==> src/rtl/lfsr_rng_arbiter.sv <==
//------------------------------------------------------------------------------
// Module   : lfsr_rng_arbiter
// Brief    : Round-robin shared 4-bit XNOR LFSR with per-requester rejection
//            sampling below a latched limit.
// Revision : 1.0 - initial release
//------------------------------------------------------------------------------
`default_nettype none

module lfsr_rng_arbiter #(
    parameter int NUM_REQ = 4
) (
    input  logic                   clock,
    input  logic                   reset,
    input  logic [NUM_REQ-1:0]     req,
    input  logic [4*NUM_REQ-1:0]   limit,
    output logic [NUM_REQ-1:0]     gnt,
    output logic                   valid,
    output logic [3:0]             random_out,
    output logic                   busy
);

    localparam int IW = (NUM_REQ > 1) ? $clog2(NUM_REQ) : 1;

    typedef enum logic [1:0] {
        S_IDLE  = 2'd0,
        S_SERVE = 2'd1,
        S_DONE  = 2'd2
    } state_t;

    state_t               r_state,  w_state_nxt;
    logic [3:0]           r_lfsr,   w_lfsr_nxt;
    logic [IW-1:0]        r_ptr,    w_ptr_nxt;
    logic [IW-1:0]        r_idx,    w_idx_nxt;
    logic [3:0]           r_limit,  w_limit_nxt;
    logic [NUM_REQ-1:0]   r_gnt,    w_gnt_nxt;
    logic                 r_valid,  w_valid_nxt;
    logic [3:0]           r_random, w_random_nxt;
    logic                 r_busy,   w_busy_nxt;

    logic                 w_found;
    logic [IW-1:0]        w_pick;
    logic [3:0]           w_pick_lim;
    logic [NUM_REQ-1:0]   w_pick_oh;
    logic [IW-1:0]        w_ptr_inc;
    logic [4:0]           w_eff;
    logic                 w_accept;
    int                   w_j;

    // Walk the search order backwards so the last hit is the first set bit
    // at or after the pointer.
    always_comb begin
        w_found = 1'b0;
        w_pick  = '0;
        w_j     = 0;
        for (int k = NUM_REQ - 1; k >= 0; k--) begin
            w_j = int'(r_ptr) + k;
            if (w_j >= NUM_REQ) begin
                w_j = w_j - NUM_REQ;
            end
            if (req[IW'(w_j)]) begin
                w_found = 1'b1;
                w_pick  = IW'(w_j);
            end
        end
    end

    always_comb begin
        w_pick_lim = 4'h0;
        w_pick_oh  = '0;
        for (int i = 0; i < NUM_REQ; i++) begin
            if (w_pick == IW'(i)) begin
                w_pick_lim   = limit[4*i +: 4];
                w_pick_oh[i] = 1'b1;
            end
        end
    end

    assign w_ptr_inc = (r_idx == IW'(NUM_REQ - 1)) ? '0 : r_idx + 1'b1;
    // A zero limit means the full 16-value range, so every sample is accepted.
    assign w_eff     = (r_limit == 4'h0) ? 5'd16 : {1'b0, r_limit};
    assign w_accept  = ({1'b0, r_lfsr} < w_eff);

    always_comb begin
        w_state_nxt  = r_state;
        w_lfsr_nxt   = {r_lfsr[2:0], ~(r_lfsr[3] ^ r_lfsr[2])};
        w_ptr_nxt    = r_ptr;
        w_idx_nxt    = r_idx;
        w_limit_nxt  = r_limit;
        w_gnt_nxt    = r_gnt;
        w_valid_nxt  = r_valid;
        w_random_nxt = r_random;
        w_busy_nxt   = r_busy;
        case (r_state)
            S_IDLE: begin
                if (w_found) begin
                    w_idx_nxt   = w_pick;
                    w_limit_nxt = w_pick_lim;
                    w_gnt_nxt   = w_pick_oh;
                    w_busy_nxt  = 1'b1;
                    w_state_nxt = S_SERVE;
                end
            end
            S_SERVE: begin
                if (w_accept) begin
                    w_random_nxt = r_lfsr;
                    w_valid_nxt  = 1'b1;
                    w_state_nxt  = S_DONE;
                end
            end
            S_DONE: begin
                w_valid_nxt = 1'b0;
                w_gnt_nxt   = '0;
                w_busy_nxt  = 1'b0;
                w_ptr_nxt   = w_ptr_inc;
                w_state_nxt = S_IDLE;
            end
            default: begin
                w_state_nxt = S_IDLE;
            end
        endcase
    end

    always_ff @(posedge clock or posedge reset) begin
        if (reset) begin
            r_state  <= S_IDLE;
            r_lfsr   <= 4'h0;
            r_ptr    <= '0;
            r_idx    <= '0;
            r_limit  <= 4'h0;
            r_gnt    <= '0;
            r_valid  <= 1'b0;
            r_random <= 4'h0;
            r_busy   <= 1'b0;
        end else begin
            r_state  <= w_state_nxt;
            r_lfsr   <= w_lfsr_nxt;
            r_ptr    <= w_ptr_nxt;
            r_idx    <= w_idx_nxt;
            r_limit  <= w_limit_nxt;
            r_gnt    <= w_gnt_nxt;
            r_valid  <= w_valid_nxt;
            r_random <= w_random_nxt;
            r_busy   <= w_busy_nxt;
        end
    end

    assign gnt        = r_gnt;
    assign valid      = r_valid;
    assign random_out = r_random;
    assign busy       = r_busy;

endmodule

`default_nettype wire

==> config.mk <==
export PLATFORM = sky130hd
export DESIGN_NAME = lfsr_rng_arbiter
export DESIGN_NICKNAME = d
export VERILOG_FILES = /design/src/rtl/lfsr_rng_arbiter.sv
export SDC_FILE = /design/constraint.sdc
export NUM_CORES = 1
export LEC_CHECK = 0
export CAP_MARGIN = 20
export CORE_MARGIN = 2
export CORE_UTILIZATION = 25
export CTS_BUF_LIST = sky130_fd_sc_hd__clkbuf_8
export CTS_CLUSTER_DIAMETER = 80
export DETAILED_ROUTE_END_ITERATION = 8
export SETUP_SLACK_MARGIN = 0.1
export SYNTH_ARGS = -nofsm -noshare
export SYNTH_HDL_FRONTEND = slang
export SYNTH_SLANG_ARGS = --single-unit
==> constraint.sdc <==
create_clock -name clock -period 1.9 [get_ports clock]
set_input_delay 0.19 -clock clock [delete_from_list [all_inputs] [get_ports clock]]
set_output_delay 0.19 -clock clock [all_outputs]
set_load 0.005 [all_outputs]
==> flow_summary.yaml <==
synthesis:
  ys_warn_count: 0
  synthesis.nets: 138
  synth_most_common_cell: "dfrtp_1"
  syn_avg_cell_area_um2: 10.8
  seq_area_frac_synth_pct: 49.4
  synth_seq_cells: 24
  synth_common_cells: "dfrtp_1, nand2_1, nand3_1"
  synthesis.area_um2: 1210
  synth_top_area_share_pct: 49.4
  synth_cell_types: 32
  synthArstFlopShare_pct: 100
  syn_inst: 112
  yosys.area.top_type: "dfrtp_1"
  synth_edf_count: 0
  yosys-top-cells-area: "dfrtp_1, mux2_2, ha_1"
  synth_ff_type: "dfrtp_1"
placed_design:
  hpwl_um: 2230
  place_congestion: 0.751
  placed_area_um2: 1690
  placement.io_buffers: 31
outcome:
  status: "finished, final reports clean"
layout:
  syn2layout_area_growth_pct: 54.0
  post-route-util_pct: 39.9
  final_nets: 194
  diodes: 0
  drive_gt1_share_pct: 28.7
  postLayoutCellArea_um2: 1870
die:
  core_area_um2: 4690
  dieArea_um2: 5430
  ios: 32
  die_height_um: 73.7
  rows: 25
  start_util_pct: 25.9
  die-width_um: 73.7
routing:
  drt-pass1-iter-count: 4
  finalWirelength_um: 3010
  drc_errors: 0
  wire_per_inst_um: 13.6
  viasPerCell: 4.88
  ant_nets: 0
  drtIter0Drc: 65
  vias: 1078
worst_setup_path:
  worstSetupStartpointType: "register"
  required_ps: 2050
  endpoint_kind: "register"
  crit_chain: "or4_4, buf_4, a31o_4, mux2_2"
  crit_type: "reg2reg"
  critPathSlowestCell: "or4_4"
  reg2reg_depth: 4
  critPathMaxFanout: 6
  cp.arrival_ps: 1920
  crit_path_max_incr_delay_ps: 560
pwr:
  ir_worst_vdd_uv: 420
  power_mw: 2.60
  power_density_nw_per_um2: 1390
  power_leakage_nw: 0.864
clock_tree:
  root_buffer: "clkbuf_8"
  clk_path_buf_depth: 2
  cts_tree: "done"
  clock-sinks: 24
  path_clk_slew_ps: 80
  cts_made_buffers: 3
  worstSkewPairLatency_ps: 260
  ctsHtreeMaxLevel: 1
  ctsHoldBuffers: 0
grt:
  grt_max_degree: 25
  antenna_found_initial: 0
  gr-total-overflow: 0
  grt_pass1_wl_um: 4860
  grt_pass1_vias: 1128
  grt_usage_pct: 11.4
timing:
  clock.fmax_ghz: 0.566
  period_needed_ps: 1770
  fin_crit_sh_pct: 93.0
  setup_viol: 0
  hold_viol_final: 0
  worst_slew_pin_slew_ps: 380
  rsz0062_at_grt: "no"
  final.setup_skew_ps: 4.68
  max-slew-margin-rel_pct: 74.7
  slew_violations: 0
min_path:
  hold_class: "in2async"
flow_run:
  maxCapViolCount: 0
==> power by group <==
group          leakage (nW)  total (mW)  switching [mW]  internal (mW)
sequential            0.287       0.865           0.152          0.713
clock                0.0288       0.336           0.151          0.185
combinational         0.549        1.40           0.568          0.832
total                 0.864        2.60           0.871           1.73
==> layer usage <==
metal / global-route usage (%) / vias up / share of wire, %
met5: 0 / - / 0
met1: 13.7 / 537 / 46
met3: 2.61 / 0 / 2.9
met4: 1.21 / 0 / 0
li1: - / 522 / -
met2: 21.2 / 19 / 51
==> area by class of cell <==
class / count / area (µm²)
fill: 462 / 2820
multi-input combinational: 80 / 646
sequential: 24 / 601
timing repair buffer: 53 / 479
tap: 54 / 67.6
clock buffer: 4 / 55.1
inverter: 6 / 22.5
==> final timing paths <==
check | slack [ps] | from | endpoint
worst max-delay path | 130 | r_limit[0] | random_out[0]
worst min-delay path | 260 | reset | busy
worst max register to register | 130 | r_limit[0] | random_out[0]
worst min register to register | 410 | r_lfsr[0] | r_lfsr[1]
max in group asynchronous | 1400 | reset | r_lfsr[1]
min in group clock | 410 | r_lfsr[0] | r_lfsr[1]
==> per-stage QoR <==
stage          TNS [ps]  hold WS, ps  instances  worst slack, ps
2_1_floorplan         0          205        112              179
3_3_place_gp       -817          384        209             -167
3_5_place_dp      -1430          392        209             -302
4_1_cts               0          270        216             99.8
5_1_grt               0          318        221             72.5
6_report              0          264        221              133
==> what timing repair did <==
action / 4_1_cts / 5_1_grt
setup buffers: 3 / 5
resized for setup: 5 / 11
pin swaps: 2 / 7
setup endpoints to repair: 8 / 9
==> sequential cells by signal, summed over array words and instances, names as in the netlist <==
name and count:
r_lfsr 4, r_limit 4, r_state 2, valid 1, r_idx 2, r_ptr 2
random_out 4, busy 1, gnt 4
==> cells in the final DEF, fill, tap and decap left out, types with 2 or more instances in the layout <==
master	n
mux2_4	4
clkbuf_8	4
a21oi_1	5
nand2_1	10
nand3_1	8
nor2_4	2
mux2_2	5
buf_4	22
a21o_1	5
o21ai_0	7
clkdlybuf4s50_1	28
or3_1	2
dfrtp_1	24
dlymetal6s2s_1	2
a221o_1	4
inv_1	6
nor2_1	3
ha_1	4
nand2b_1	3
==> worst max-delay path: cells and delay by family (launching register included) <==
kind            cells  cell delay, ps
flops               1             410
mux                 1             270
buf+inv             1             150
simple gates        1             560
compound gates      1             260
==> logic make-up after synthesis <==
group	count (synthesis)	share of synthesized area, %
fa+ha+maj	4	4.12
xor+xnor	1	0.721
simple gates	39	19.2
mux	9	8.34
flops	24	49.4
buf+inv	8	2.47
compound gates	27	15.8
Power figures use the tool's default switching activity.
